==> src/rtl/mips_prog_loader.sv <==
// Streams a program image into instruction memory, then releases the processor from hold.
// Define LOADER_CHECKSUM_EN to add a running 32-bit sum of the loaded words on port checksum.
module mips_prog_loader #(
   parameter int ADDR_W    = 10,
   parameter int BASE_ADDR = 0
) (
   input  logic              clk1,
   input  logic              reset,
   input  logic              in_valid,
   input  logic [31:0]       in_data,
   input  logic              in_last,
   output logic              in_ready,
   input  logic              clear,
   output logic              mem_we,
   output logic [ADDR_W-1:0] mem_addr,
   output logic [31:0]       mem_wdata,
   output logic              cpu_hold,
   output logic              cpu_start,
   input  logic              cpu_halted,
   output logic [ADDR_W:0]   words_loaded,
`ifdef LOADER_CHECKSUM_EN
   output logic [31:0]       checksum,
`endif
   output logic              err
);

   localparam logic [ADDR_W-1:0] BASE_PTR = ADDR_W'(BASE_ADDR);
   localparam logic [ADDR_W-1:0] PTR_MAX  = '1;

   typedef enum logic [2:0] {IDLE, LOAD, START, RUN, ERR} state_t;

   state_t            state, state_nxt;
   logic              out_of_rst;
   logic [ADDR_W-1:0] ptr;
   logic              xfer;
   logic              vld_p0;
   logic              image_done;

   // The pointer stops at the top of memory; the FSM decides between START and ERR there.
   function automatic logic [ADDR_W-1:0] ptr_inc(input logic [ADDR_W-1:0] p);
      return (p == PTR_MAX) ? p : p + ADDR_W'(1);
   endfunction

   assign in_ready   = out_of_rst && (state == IDLE || state == LOAD);
   assign xfer       = in_valid && in_ready;
   assign vld_p0     = xfer && !clear;
   assign image_done = (state == RUN) && cpu_halted;

   always_ff @(posedge clk1 or posedge reset) begin
      if (reset) begin
         state      <= IDLE;
         out_of_rst <= 1'b0;
      end else begin
         state      <= state_nxt;
         out_of_rst <= 1'b1;
      end
   end

   always_comb begin
      state_nxt = state;
      cpu_hold  = 1'b1;
      cpu_start = 1'b0;
      err       = 1'b0;
      case (state)
         IDLE, LOAD: begin
            if (xfer) begin
               if (in_last)
                  state_nxt = START;
               else if (ptr == PTR_MAX)
                  state_nxt = ERR;
               else
                  state_nxt = LOAD;
            end
         end
         START: begin
            cpu_hold  = 1'b0;
            cpu_start = 1'b1;
            state_nxt = RUN;
         end
         RUN: begin
            cpu_hold = 1'b0;
            if (cpu_halted)
               state_nxt = IDLE;
         end
         ERR: begin
            err = 1'b1;
         end
         default: state_nxt = IDLE;
      endcase
      if (clear)
         state_nxt = IDLE;
   end

   // ---- p0: registered memory write port, one cycle after the accepted transfer ----
   always_ff @(posedge clk1 or posedge reset) begin
      if (reset) begin
         ptr          <= BASE_PTR;
         words_loaded <= '0;
         mem_we       <= 1'b0;
         mem_addr     <= BASE_PTR;
         mem_wdata    <= '0;
      end else begin
         mem_we <= vld_p0;
         if (vld_p0) begin
            mem_addr  <= ptr;
            mem_wdata <= in_data;
         end
         if (clear || image_done) begin
            ptr          <= BASE_PTR;
            words_loaded <= '0;
         end else if (vld_p0) begin
            ptr          <= ptr_inc(ptr);
            words_loaded <= words_loaded + (ADDR_W+1)'(1);
         end
      end
   end

`ifdef LOADER_CHECKSUM_EN
   always_ff @(posedge clk1 or posedge reset) begin
      if (reset)
         checksum <= '0;
      else if (clear || image_done)
         checksum <= '0;
      else if (vld_p0)
         checksum <= checksum + in_data;
   end
`endif

endmodule

==> config.mk <==
export PLATFORM = sky130hd
export DESIGN_NAME = mips_prog_loader
export DESIGN_NICKNAME = d
export VERILOG_FILES = /design/src/rtl/mips_prog_loader.sv
export SDC_FILE = /design/constraint.sdc
export NUM_CORES = 1
export LEC_CHECK = 0
export BUFFER_PORTS_ARGS = -buffer_cell sky130_fd_sc_hd__buf_2
export CAP_MARGIN = 40
export CORE_UTILIZATION = 40
export CTS_CLUSTER_SIZE = 24
export DETAILED_ROUTE_END_ITERATION = 10
export PLACE_DENSITY = 0.65
export REMOVE_ABC_BUFFERS = 1
export SYNTH_ARGS = -nofsm -noshare
export SYNTH_HDL_FRONTEND = slang
export SYNTH_SLANG_ARGS = --single-unit
==> constraint.sdc <==
create_clock -name clk1 -period 2.7 [get_ports clk1]
set_input_delay 0.54 -clock clk1 [delete_from_list [all_inputs] [get_ports clk1]]
set_output_delay 0.54 -clock clk1 [all_outputs]
set_load 0.01 [all_outputs]
==> results.py, run 1 <==
metrics = {
    "run_status": {
        "status": "finished, final reports clean",
    },
    "floorplanning": {
        "initial_core_util_pct": 41.2,
        "dieArea_um2": 7780,
        "die_w_um": 88.2,
        "ios": 96,
        "rows": 31,
        "core-area_um2": 7210,
        "die_h_um": 88.2,
    },
    "timing": {
        "slew-limit-headroom_pct": 65.9,
        "fin_hold_ws_ps": 271,
        "tightest_slew_ps": 511,
        "timing.fmax_mhz": 495,
        "setup_viol": 0,
        "rsz0062_at_grt": "false",
        "fin_crit_ps": 2020,
        "finalMaxSlewViolations": 0,
        "layout_setup_ws_ps": 680,
        "hold_viol_final": 0,
        "fin_skew_ps": 4.45,
        "timing.final.crit_share_pct": 74.8,
        "fin_tns_setup_ps": 0,
    },
    "routing": {
        "totalWireLength_um": 5990,
        "viasPerCell": 5.04,
        "dr.pass1.iters": 4,
        "drt_iter0_drc": 86,
        "dr_total_vias": 2223,
        "postRouteAntennaNets": 0,
        "wl_per_cell_um": 13.6,
        "drc": 0,
    },
    "cts": {
        "root_buffer": "clkbuf_8",
        "cts_made_buffers": 9,
        "clkLatencyLatePin_ps": 340,
        "cts_buffer_depth": 2,
        "cts_hold_buf": 0,
        "clk_pin_slew_ps": 80,
        "cts_tree": "built",
        "cts_sinks": 68,
        "ctsResizeCount": 0,
        "htreeDepth": 3,
        "postCtsSetupBuffers": 0,
    },
    "layout": {
        "fillers": 648,
        "layout_common_cells": "95 x buf_2, 68 x dfrtp_1, 41 x mux2_2",
        "finalInstanceArea_um2": 3770,
        "diodes": 0,
        "fin_nets": 377,
        "mostFrequentLayoutCell": "buf_2",
        "drive_gt1_share_pct": 47.1,
        "multiInputGateArea_um2": 1180,
        "final_cells": 441,
        "syn_to_final_growth_pct": 26.7,
        "regArea_um2": 1700,
    },
    "setup_path": {
        "crit_fanout": 15,
        "arrival_ps": 1480,
        "critPathKind": "reg -> out",
        "crit_path_end_kind": "output port",
        "path_cells": "nand2b_1 > nor2_1 > buf_2",
        "cpPeakStageDelay_ps": 600,
        "cp_num_buf_inv": 1,
        "critical_path_required_ps": 2160,
        "crit_path_top_delay_cell": "dfrtp_1",
        "cp_top_family": "flip-flops",
        "worstSetupStartpointType": "flip-flop",
    },
    "placed_design": {
        "post-place-ws_ps": 641,
        "place_inst": 425,
        "port_buffers": 95,
        "place_hpwl_um": 4140,
        "gp_congestion": 0.822,
        "placed_cell_area_um2": 3570,
    },
    "synth": {
        "synthDistinctLibCells": 49,
        "synth_area_leader_cell": "dfrtp_1",
        "ys_ff_latch": 68,
        "synthArstFlopShare_pct": 100,
        "synth_top_family_by_area": "multiplexers",
        "synth-main-ff-cell": "dfrtp_1",
        "synth_fa_ha_area_share_pct": 0.841,
        "synthCells": 239,
        "synthSimpleGateAreaFrac_pct": 13.7,
        "synthMuxAreaShare_pct": 15.9,
        "synth_compound_area_share_pct": 6.65,
        "synth_xor_xnor_area_share_pct": 2.65,
        "synth-edff-count": 0,
        "ys_seq_area_share_pct": 57.2,
        "synth_top_area_share_pct": 57.2,
        "synth_warnings": 0,
        "synthTopCellsByArea": "dfrtp_1 57%, mux2_2 16%, nand3_1 2.0%, nor2_1 1.8%, xnor2_1 1.8%",
        "avgSynthCellArea_um2": 12.4,
        "syn_area_um2": 2970,
    },
    "power": {
        "p_per_area_nw_per_um2": 648,
        "power_switching_w": 0.000664,
        "ir_worst_vdd_v": 0.000257,
        "netSwitchingFraction_pct": 27.2,
        "cellInternalPower_w": 0.00178,
        "power_frac_seq_pct": 49.1,
        "power_frac_comb_pct": 16.6,
        "clock_power_share_pct": 34.3,
        "power_leakage_nw": 1.83,
    },
    "global_routing": {
        "grt_busiest_layer": "met2",
        "grt_pass1_wl_um": 9550,
        "track_usage_pct": 16.0,
        "first_global_vias": 2057,
        "antenna_found_initial": 0,
        "grtUsageMet2_pct": 25.4,
        "grt_util_met3_pct": 2.71,
        "grt_max_degree": 69,
        "grtUsageMet1_pct": 21.0,
        "grt.overflow.total": 0,
    },
    "run": {
        "cap_violations": 0,
    },
    "worst_hold_path": {
        "hold_path.class": "in -> async",
    },
}
-- flip-flops by register name, summed over array words and instances (netlist names) --
register	cells
mem_we	1
words_loaded	11
out_of_rst	1
ptr	10
mem_addr	10
mem_wdata	32
state	3
-- worst min-delay path, stage by stage --
cell	delay [ps]
buf_2	100
inv_2	60
buf_12	310
-- cells by family after synthesis --
family	count (synthesis)
AO/OA/AOI/OAI	28
AND/OR/NAND/NOR	70
flip-flops	68
XOR/XNOR	9
other	1
buffers and inverters	19
multiplexers	42
adder cells (fa/ha/maj)	2
-- area by class of cell --
class                   count  share of cell area [%]
flip-flops and latches     68                    45.2
multi-input cells         152                    31.5
repair buffers             99                    14.1
clock buffers               9                    3.29
well taps                  99                    3.29
clock inverters             7                    2.03
inverters                   7                   0.697
-- synth_stat cells (all sizes together) (2+ instances only) --
library cell  count
nor2             14
o21ai             5
nor3b             4
xor2              3
clkbuf            6
a211oi            2
nand4             3
buf               6
and3              4
inv               7
nand2b            2
or2               2
nand2            10
mux2             41
dfrtp            68
nor3              6
ha                2
xnor2             6
nand4bb           2
o21a              2
a31oi             4
nand3            12
nor4              4
and4              2
a21oi             3
-- through the flow --
| step | power, W | util (%) |
|---|---|---|
| floorplan | 0.00144 | - |
| global placement | 0.00162 | 49.4 |
| detailed placement | 0.00163 | 49.4 |
| CTS | 0.00248 | 52.2 |
| global route | 0.00256 | 52.2 |
| finish | 0.00244 | 52.2 |
-- per-layer routing --
layer	vias to the layer above	wire length [um]
met2	47	2950
met5	-	0
li1	1065	-
met3	5	220
met4	0	68
met1	1106	2760
-- worst paths after layout --
| path | from | end | slack [ps] | cells after the start |
|---|---|---|---|---|
| max | state[1]$_DFFE_PP0P_ | cpu_start | 680 | 3 |
| min | reset | mem_wdata[19]$_DFFE_PP0P_ | 270 | 3 |
| max reg2reg | state[2]$_DFFE_PP0P_ | mem_wdata[16]$_DFFE_PP0P_ | 760 | 5 |
| min reg2reg | mem_addr[7]$_DFFE_PP0P_ | mem_addr[7]$_DFFE_PP0P_ | 490 | 2 |
| max in group asynchronous | reset | mem_wdata[9]$_DFFE_PP0P_ | 2150 | 3 |
| min in group clk1 | in_data[2] | mem_wdata[2]$_DFFE_PP0P_ | 430 | 2 |
-- power groups by stage --
stage          Combinational [W]  Clock, W  Sequential [W]
6_report                0.000405  0.000837         0.00120
5_1_grt                 0.000450  0.000895         0.00122
4_1_cts                 0.000413  0.000864         0.00120
3_5_place_dp            0.000412         0         0.00122
3_3_place_gp            0.000405         0         0.00121
2_1_floorplan           0.000165         0         0.00127
No activity file was read; power rests on OpenSTA's default activity.
==> run 2: changes to the inputs <==
--- a/config.mk
+++ b/config.mk
@@ -10,7 +10,7 @@
 export CORE_UTILIZATION = 40
 export CTS_CLUSTER_SIZE = 24
 export DETAILED_ROUTE_END_ITERATION = 10
-export PLACE_DENSITY = 0.65
+export PLACE_DENSITY = 0.68
 export REMOVE_ABC_BUFFERS = 1
 export SYNTH_ARGS = -nofsm -noshare
 export SYNTH_HDL_FRONTEND = slang
==> constraint.sdc (replaced) <==
create_clock -name clk1 -period 1.7 [get_ports clk1]
set_input_delay 0.34 -clock clk1 [delete_from_list [all_inputs] [get_ports clk1]]
set_output_delay 0.34 -clock clk1 [all_outputs]
set_load 0.01 [all_outputs]
==> results.py, run 2 (synthesis results as in run 1) <==
metrics = {
    "cts": {
        "cts_made_buffers": 9,
        "htreeDepth": 3,
        "cts_buffer_depth": 2,
        "root_buffer": "clkbuf_8",
        "cts_tree": "built",
        "clk_pin_slew_ps": 80,
        "cts_hold_buf": 0,
        "cts_sinks": 68,
        "clkLatencyLatePin_ps": 340,
    },
    "timing": {
        "tightest_slew_ps": 498,
        "setup_viol": 0,
        "rsz0062_at_grt": "true",
        "fin_skew_ps": 4.86,
        "fin_tns_setup_ps": 0,
        "timing.final.crit_share_pct": 98.6,
        "timing.fmax_mhz": 597,
        "hold_viol_final": 0,
        "fin_crit_ps": 1680,
        "slew-limit-headroom_pct": 66.7,
        "finalMaxSlewViolations": 0,
        "layout_setup_ws_ps": 24.4,
    },
    "layout": {
        "fin_nets": 401,
        "drive_gt1_share_pct": 52.7,
        "finalInstanceArea_um2": 4060,
        "fillers": 632,
        "diodes": 0,
        "layout_common_cells": "95 x buf_2, 67 x dfrtp_1, 41 x mux2_2",
        "syn_to_final_growth_pct": 36.4,
        "multiInputGateArea_um2": 1220,
        "largest_register_ffs": 32,
        "reg_top3": "mem_wdata: 32 flops, words_loaded: 11 flops",
        "regArea_um2": 1700,
        "regMostFlops": "mem_wdata",
        "mostFrequentLayoutCell": "buf_2",
    },
    "setup_path": {
        "cpPeakStageDelay_ps": 400,
        "worstSetupStartpointType": "flip-flop",
        "arrival_ps": 1340,
        "crit_path_top_delay_cell": "dfrtp_1",
        "crit_path_end_kind": "output port",
        "reg2reg_from": "state[2]$_DFFE_PP0P_",
        "crit_fanout": 8,
        "critPathKind": "reg -> out",
        "worstSetupStartpoint": "state[2]$_DFFE_PP0P_",
        "critical_path_required_ps": 1360,
        "path_cells": "buf_4 > nand2b_4 > nor2_2 > buf_2",
        "r2r_cells": 5,
    },
    "global_routing": {
        "grt_max_degree": 30,
        "grt.overflow.total": 0,
        "grt_util_met3_pct": 2.89,
        "first_global_vias": 2155,
        "antenna_found_initial": 0,
        "grtUsageMet1_pct": 22.8,
        "grt_busiest_layer": "met2",
        "grt_pass1_wl_um": 10300,
        "track_usage_pct": 17.1,
        "grtUsageMet2_pct": 27.7,
    },
    "power": {
        "p_per_area_nw_per_um2": 999,
        "power_leakage_nw": 1.98,
        "power.total_w": 0.00405,
        "ir_worst_vdd_v": 0.000510,
    },
    "floorplanning": {
        "core-area_um2": 7210,
        "die_h_um": 88.2,
        "dieArea_um2": 7780,
        "rows": 31,
        "initial_core_util_pct": 41.2,
        "die_w_um": 88.2,
        "ios": 96,
    },
    "placed_design": {
        "post-place-ws_ps": -37.9,
        "gp_congestion": 0.816,
        "place_hpwl_um": 4330,
        "placed_cell_area_um2": 3700,
        "port_buffers": 95,
    },
    "routing": {
        "dr.pass1.iters": 6,
        "viasPerCell": 4.97,
        "dr_total_vias": 2309,
        "drc": 0,
        "postRouteAntennaNets": 0,
        "drt_iter0_drc": 125,
        "wl_per_cell_um": 13.8,
        "totalWireLength_um": 6430,
    },
    "run_status": {
        "status": "finished, final reports clean",
    },
    "run": {
        "cap_violations": 0,
    },
    "worst_hold_path": {
        "hold_path.class": "in -> async",
    },
}
[run 2: power breakdown]
group	leakage, nW	internal, W	switching, W
Combinational	1.01	0.000380	0.000332
Clock	0.102	0.000826	0.000616
Sequential	0.874	0.00181	0.0000930
[run 2: area by class of cell]
cell class	instances	share of cell area, %
clock buffer	10	3.15
sequential	68	42.0
inverter	7	0.709
clock inverter	6	2.19
multi-input combinational	152	30.2
tap	99	3.05
timing repair buffer	123	18.7
[run 2: path summary, 6_finish.rpt]
check,endpoint,slack (ps)
setup / recovery,cpu_start,20
hold / removal,mem_wdata[13]$_DFFE_PP0P_,20
min in group clk1,mem_wdata[15]$_DFFE_PP0P_,230
max in group asynchronous,state[1]$_DFFE_PP0P_,1140
setup reg to reg,mem_addr[5]$_DFFE_PP0P_,60
hold reg to reg,mem_wdata[17]$_DFFE_PP0P_,500
[run 2: per-stage QoR]
stage / hold slack (ps) / utilization [%] / instances
after floorplan: 407 / - / 227
after global placement: 399 / 51.3 / 441
after detailed placement: 402 / 51.3 / 441
after CTS: 24.1 / 55.5 / 463
after global routing: 43.7 / 56.2 / 465
final: 16.9 / 56.2 / 465
[run 2: repair_timing]
item,in CTS,in global routing
cloned,1,1
setup buffers,5,1
pin swaps,1,1
endpoints found under the setup margin,42,47
resized for setup,6,7
[run 2: layer usage]
layer / share of wire (%) / vias up
met3: 3.1 / 8
met2: 50 / 46
met5: 0 / -
met4: 1.6 / 0
li1: - / 1106
met1: 45 / 1149
[run 2: worst max-delay path: cells and delay by family, from the launching register on]
kind / cells / cell delay (ps)
buffers and inverters: 2 / 310
DFF: 1 / 400
and+or+nand+nor: 2 / 290
